<file path="config.mk">
export PLATFORM = sky130hd
export DESIGN_NAME = lut_neuron_bank
export DESIGN_NICKNAME = d
export VERILOG_FILES = /design/src/rtl/lut_neuron_bank.sv
export SDC_FILE = /design/constraint.sdc
export NUM_CORES = 2
export LEC_CHECK = 0
export CORE_ASPECT_RATIO = 0.6
export CORE_MARGIN = 5
export CORE_UTILIZATION = 50
export CTS_CLUSTER_SIZE = 30
export DETAILED_ROUTE_END_ITERATION = 7
export GPL_TIMING_DRIVEN = 0
export PLACE_DENSITY = 0.76
export SYNTH_ARGS = -nofsm -noshare
export SYNTH_HDL_FRONTEND = slang
export SYNTH_SLANG_ARGS = --single-unit
</file>
<file path="constraint.sdc">
create_clock -name clk -period 3.5 [get_ports clk]
set_clock_uncertainty 0.2 [all_clocks]
set_input_delay 0.35 -clock clk [delete_from_list [all_inputs] [get_ports clk]]
set_output_delay 0.35 -clock clk [all_outputs]
set_load 0.05 [all_outputs]
</file>
<file path="src/rtl/lut_neuron_bank.sv">
// Reloadable bank of LUT neurons behind a two-stage elastic valid/ready pipeline.
// Tables live in flops and are rewritten at run time through the cfg_* port.
module lut_neuron_bank #(
    parameter int IN_BITS  = 8,
    parameter int OUT_BITS = 1,
    parameter int NEURONS  = 4,
    localparam int CW      = (NEURONS > 1) ? $clog2(NEURONS) : 1
) (
    input  logic                         clk,
    input  logic                         rst,
    input  logic                         in_valid,
    output logic                         in_ready,
    input  logic [NEURONS*IN_BITS-1:0]   in_data,
    output logic                         out_valid,
    input  logic                         out_ready,
    output logic [NEURONS*OUT_BITS-1:0]  out_data,
    input  logic                         cfg_we,
    input  logic [CW-1:0]                cfg_neuron,
    input  logic [IN_BITS-1:0]           cfg_addr,
    input  logic [OUT_BITS-1:0]          cfg_data,
    output logic                         cfg_err
);

    localparam int DEPTH = 1 << IN_BITS;
    localparam logic [CW:0] NEURONS_W = (CW + 1)'(NEURONS);

    logic [OUT_BITS-1:0]         table_q [NEURONS][DEPTH];
    logic [OUT_BITS-1:0]         table_d [NEURONS][DEPTH];
    logic                        cfg_err_q, cfg_err_d;

    logic [NEURONS*IN_BITS-1:0]  s1_data_q, s1_data_d;
    logic                        s1_valid_q, s1_valid_d;
    logic [NEURONS*OUT_BITS-1:0] out_data_q, out_data_d;
    logic                        s2_valid_q, s2_valid_d;

    logic                        s1_adv, s2_adv;
    logic [NEURONS*OUT_BITS-1:0] lookup;

    // Writes go straight into table_d, so a lookup on the same edge still sees table_q.
    always_comb begin
        table_d   = table_q;
        cfg_err_d = cfg_err_q;
        if (cfg_we) begin
            if ({1'b0, cfg_neuron} < NEURONS_W) begin
                table_d[cfg_neuron][cfg_addr] = cfg_data;
            end else begin
                cfg_err_d = 1'b1;
            end
        end
    end

    always_comb begin
        lookup = '0;
        for (int n = 0; n < NEURONS; n++) begin
            lookup[n*OUT_BITS +: OUT_BITS] = table_q[n][s1_data_q[n*IN_BITS +: IN_BITS]];
        end
    end

    always_comb begin
        s2_adv     = !s2_valid_q || out_ready;
        s1_adv     = !s1_valid_q || s2_adv;
        s1_data_d  = s1_data_q;
        s1_valid_d = s1_valid_q;
        out_data_d = out_data_q;
        s2_valid_d = s2_valid_q;

        if (in_valid && s1_adv) begin
            s1_data_d  = in_data;
            s1_valid_d = 1'b1;
        end else if (s1_adv) begin
            s1_valid_d = 1'b0;
        end

        if (s1_valid_q && s2_adv) begin
            out_data_d = lookup;
            s2_valid_d = 1'b1;
        end else if (out_ready) begin
            s2_valid_d = 1'b0;
        end
    end

    always_ff @(posedge clk) begin
        if (!rst) begin
            for (int n = 0; n < NEURONS; n++) begin
                for (int a = 0; a < DEPTH; a++) begin
                    table_q[n][a] <= '0;
                end
            end
            cfg_err_q  <= 1'b0;
            s1_data_q  <= '0;
            s1_valid_q <= 1'b0;
            out_data_q <= '0;
            s2_valid_q <= 1'b0;
        end else begin
            table_q    <= table_d;
            cfg_err_q  <= cfg_err_d;
            s1_data_q  <= s1_data_d;
            s1_valid_q <= s1_valid_d;
            out_data_q <= out_data_d;
            s2_valid_q <= s2_valid_d;
        end
    end

    assign in_ready  = s1_adv;
    assign out_valid = s2_valid_q;
    assign out_data  = out_data_q;
    assign cfg_err   = cfg_err_q;

endmodule

</file>
* Yosys cells after proc, flatten, opt, wreduce, memory -nomap -nowiden *
Cells that the tools add are included.
W data, S select, Z words.

word-level totals
  register bits = 1062
  output and inout port bits = 7
  word-level logic and storage cells = 1073

operators by class
  $lt $le $gt $ge = 8
  mux-type cells = 21
  bitwise logic cells = 6
  reduce and logical (&&, ||, !) cells = 10

operator list
  kind                  count
  $bwmux W1024          1
  $demux W256 S2        1
  $mux W256             1
  $ge A9 B9 Y1 const B  5
  $not A8 Y9            5
  $bmux W1 S8           4
  $mux W1               13
  $lt A9 B1 Y1 const B  1
  $demux W1 S8          1
  $logic_and A1 B1 Y1   4
  $reduce_bool A2 Y1    2
  $ge A3 B3 Y1 const B  1
  $lt A3 B1 Y1 const B  1
  $not A2 Y3            1
  $logic_not A1 Y1      2
  $logic_or A1 B1 Y1    2

* Logic depth before layout (Yosys ltp) *
  word-level depth = 8
  depth in mapped cells = 11
  gate-level depth less buffers = 6

* Least setup slack after synthesis *
No wires, ideal clock.

  path type = flip-flop to flip-flop
  from = register s1_data_q[24]
  to = register out_data_q[3] (netlist: out_data[3])
  library setup time = 0.134 ns
  data arrival time = 2.401 ns
  path slack = 0.765 ns
  stages on the path, launching flop included = 9
  period minus slack after synthesis = 2.735 ns
  path through = dfxtp_1 buf_6 buf_8 mux4_1 mux4_2 mux2_2 a2111o_1 o311ai_1 o211ai_1

on the way
  longest elaborated chain between the ends = 4

RTL lines
  what                                         RTL line  text
  start: declaration                           31        logic [NEURONS*IN_BITS-1:0] s1_data_q, s1_data_d;
  start signal: assignment                     97        s1_data_q <= s1_data_d;
  $not A8 Y9 (implied by the code)             55        lookup[n*OUT_BITS +: OUT_BITS] = table_q[n][s1_data_q[n*IN_BITS +: IN_BITS]];
  $bmux W1 S8                                  55
  $mux W1 (implied by the code) (2 in series)  55
  end signal: assignment                       99        out_data_q <= out_data_d;
  end: declaration                             33        logic [NEURONS*OUT_BITS-1:0] out_data_q, out_data_d;

No other way between the ends. The select of a mux whose other input is x is not followed.
A chain may end at the register's enable or synchronous reset.

* Final worst setup path *
  from = input port cfg_addr[2]
  to = register table_q[136] (netlist name)

on the way
  longest elaborated chain between the ends = 8
  elaborated cells between the ends (all ways) = 9
  those cells by class = 2 x order compare; 5 x mux; 1 x bitwise; 1 x reduce/logical

RTL lines
  what                                                                RTL line  text
  start: declaration                                                  19        input logic [IN_BITS-1:0] cfg_addr,
  $not A8 Y9 (implied by the code) (*)                                45        table_d[cfg_neuron][cfg_addr] = cfg_data;
  $ge A9 B9 Y1 (implied by the code) or $lt A9 B1 Y1 (tied branches)  45
  $logic_and A1 B1 Y1 (implied by the code)                           45
  $mux W1 (implied by the code)                                       45
  $demux W1 S8 (*)                                                    45
  $mux W256 (implied by the code) (*)                                 45
  $demux W256 S2 (*)                                                  45
  $bwmux W1024 (*)                                                    45
  end signal: assignment                                              95        table_q <= table_d;
  end: declaration                                                    27        logic [OUT_BITS-1:0] table_q [NEURONS][DEPTH];

Mark *: on every way between the ends. The rest lies on a longest branch, timed or not.

==> reports/qor.yml <==
fmaxAchievable_mhz: 263
cts.path.max_buffers: 3
fin_cells: 7770
grt_antenna_before_repair: 23
grt_start_max_net_pins: 16
first_iter_violations: 13300
final.period_utilization_pct: 109
vias_in_the_first_global_route: 50700
post_synth_mux_area_share_pct: 12.4
ys_async_sr_fraction_pct: 0
synthAdderAreaFrac_pct: 0
dp_hpwl_microns: 202000
gp_congestion: 1.10
die_h_microns: 262
start_util_pct: 50.3
total_leakage_power_nw: 17.1
synthesis.nets: 6136
detailedRoute.firstPassIterationCount: 8
crit_path_max_fanout: 10
finalWorstSetupSlack_ps: -301
io-pin-count: 55
synth.ff_latch_count: 1062
synth_sequential_area_ratio_pct: 40.3
synth_cells: 6088
cts-htree-levels: 3
synth_warnings: 0
mostFrequentLayoutCells: "a21boi_0, dfxtp_1, nand3_1, o21ai_0, clkbuf_1"
grt_setup_unrepaired: "true"
syn-mean-instance-area_sq_um: 8.66
worstSetupEndpointType: "flop"
crit_path_start_kind: "primary input"
hold_removal_path_class: "in -> reg"
synth_top_family_by_area: "compound AO/OA/AOI/OAI gates"
route.antenna.remaining_nets: 0
max_vdd_drop_uv: 437
synth_enable_flop_cells: 0
finalWirelength_microns: 281000
cell_variety_after_synth: 57
global_router_s_overall_resource_usage_pct: 47.6
timing.setup.critical_path_class: "in -> reg"
tightest_slew_ps: 1790
fraction_of_the_mapped_netlist_area_in_compound_gates_pct: 26.8
status: "finished, violations left"
failed_checks: "design-rule violations, max-capacitance violations, max-slew violations, negative setup slack"
gr-total-overflow: 0
mappedNetlistArea_sq_um: 52700
maxCapViolCount: 16
cts_made_buffers: 101
detail_route.wl_per_cell_microns: 36.1
number_of_hold_violations_in_the_final_report: 0
total_power_w: 0.0273
final_period_minus_worst_setup_slack_ps: 3800
cts.root.buffer_cell: "clkbuf_16"
cellPowerDensity_nw_per_um2: 460
remaining_drc_errors: 67
floorplan.rows: 92
synth_simple_gate_area_share_pct: 15.7
xor_xnor_share_of_the_synthesized_area_pct: 0
register_clock_pin_slew_on_the_reported_worst_setup_and_hold_paths_ps: 70
core_area_sq_um: 105000
mostFrequentLayoutCell: "a21boi_0"
final_net_count: 6298
place.detailed.instances: 7559
layout-area-overhead-vs-synth_pct: 12.6
crit_required_ps: 3970
final.hold.worst_slack_ps: 14.0
relSlewSlack_pct: -19.4
cts_tree: "done"
cp.arrival_ps: 4280
port_buffers: 51
die_width_microns: 429
total_via_count_in_the_routed_design: 57500
setup.reg_to_reg.worst_slack_ps: -240
final-setup-viol-count: 391
grt_pass1_wl_microns: 383000
cts_sinks: 1062
worstSkewPairLatency_ps: 770
drv_slew: 169
detail_route.vias_per_cell: 7.39
area_of_the_die_sq_um: 112000
synth_flop_cell: "dfxtp_1"
post_route_cells_drive_above_1_share_pct: 9.44
[power breakdown]
group | switching [W] | leakage (nW) | internal [W]
clock | 0.00537 | 1.78 | 0.00703
combinational | 0.00210 | 6.79 | 0.000620
sequential | 0.0000631 | 8.56 | 0.0121
total | 0.00754 | 17.1 | 0.0198
[cells in the mapped netlist (all sizes together), types with 20 or more instances]
library cell	number	area (sq um)
nor3	26	130
dfxtp	1062	21300
a21boi	1058	7940
mux4	241	5440
o21ai	1028	5140
buf	69	352
mux2i	87	871
nand3	1043	5220
mux2	20	225
nor2	296	1110
clkbuf	564	2120
nand2	380	1430
o221ai	45	394
[flip-flops by register name, indices dropped and copies added (netlist names)]
name and cells:
table_q 1024, s1_data_q 32, out_data 4, out_valid 1
s1_valid_q 1
[what timing repair did]
| action | 4_1_cts | 5_1_grt |
|---|---|---|
| resized for setup | 108 | 70 |
| setup buffers | 3 | 0 |
| hold buffers | 0 | 0 |
| setup endpoints to repair | 312 | 300 |
[per-layer routing]
layer	part of all wire [%]	global-route usage [%]
met5	0.23	2.23
met4	6.8	25.0
met3	22	33.0
met2	35	56.7
met1	37	62.3
[worst paths after layout]
path,end,startpoint,cells after the start
worst max-delay path,table_q[136]$_SDFFE_PN0P_,cfg_addr[2],8
worst min-delay path,s1_data_q[17]$_SDFFE_PN0P_,in_data[17],3
worst max register to register,out_data[0]$_SDFFE_PN0P_,s1_data_q[1]$_SDFFE_PN0P_,8
worst min register to register,table_q[464]$_SDFFE_PN0P_,table_q[464]$_SDFFE_PN0P_,2
[cell type report]
type,count,area [sq um]
inverters,18,77.6
well taps,1410,1760
clock buffers,149,3030
multi-input cells,4375,29100
flip-flops and latches,1062,21300
diodes,26,65.1
fillers,9448,45500
repair buffers,66,693
plain buffers,626,2780
clock inverters,38,569
[through the flow]
step | setup slack (ps) | area [sq um] | TNS (ps) | util, %
3_3_place_gp | -2350 | 55000 | -1032060 | 52.5
4_1_cts | -28.8 | 59100 | -28.8 | 56.3
3_5_place_dp | -2100 | 55200 | -698950 | 52.7
5_1_grt | -123 | 59300 | -2310 | 56.6
2_1_floorplan | 765 | 52700 | 0 | -
6_report | -301 | 59400 | -39710 | 56.6
[kinds of logic (layout without fill, tap and decap cells)]
group,Yosys count,after routing
AO/OA/AOI/OAI,2217,2217
other,1,27
AND/OR/NAND/NOR,1809,1809
multiplexers,348,348
flip-flops,1062,1062
buffers and inverters,651,897
[worst max-delay path, cell delays in order]
cell             delay (ps)
clkdlybuf4s50_1         620
clkbuf_1                430
nor2b_1                 380
nand3_1                 830
clkbuf_2                740
nor2_1                  580
nand3_1                 170
a21boi_0                170
(Power assumes the default switching activity.)
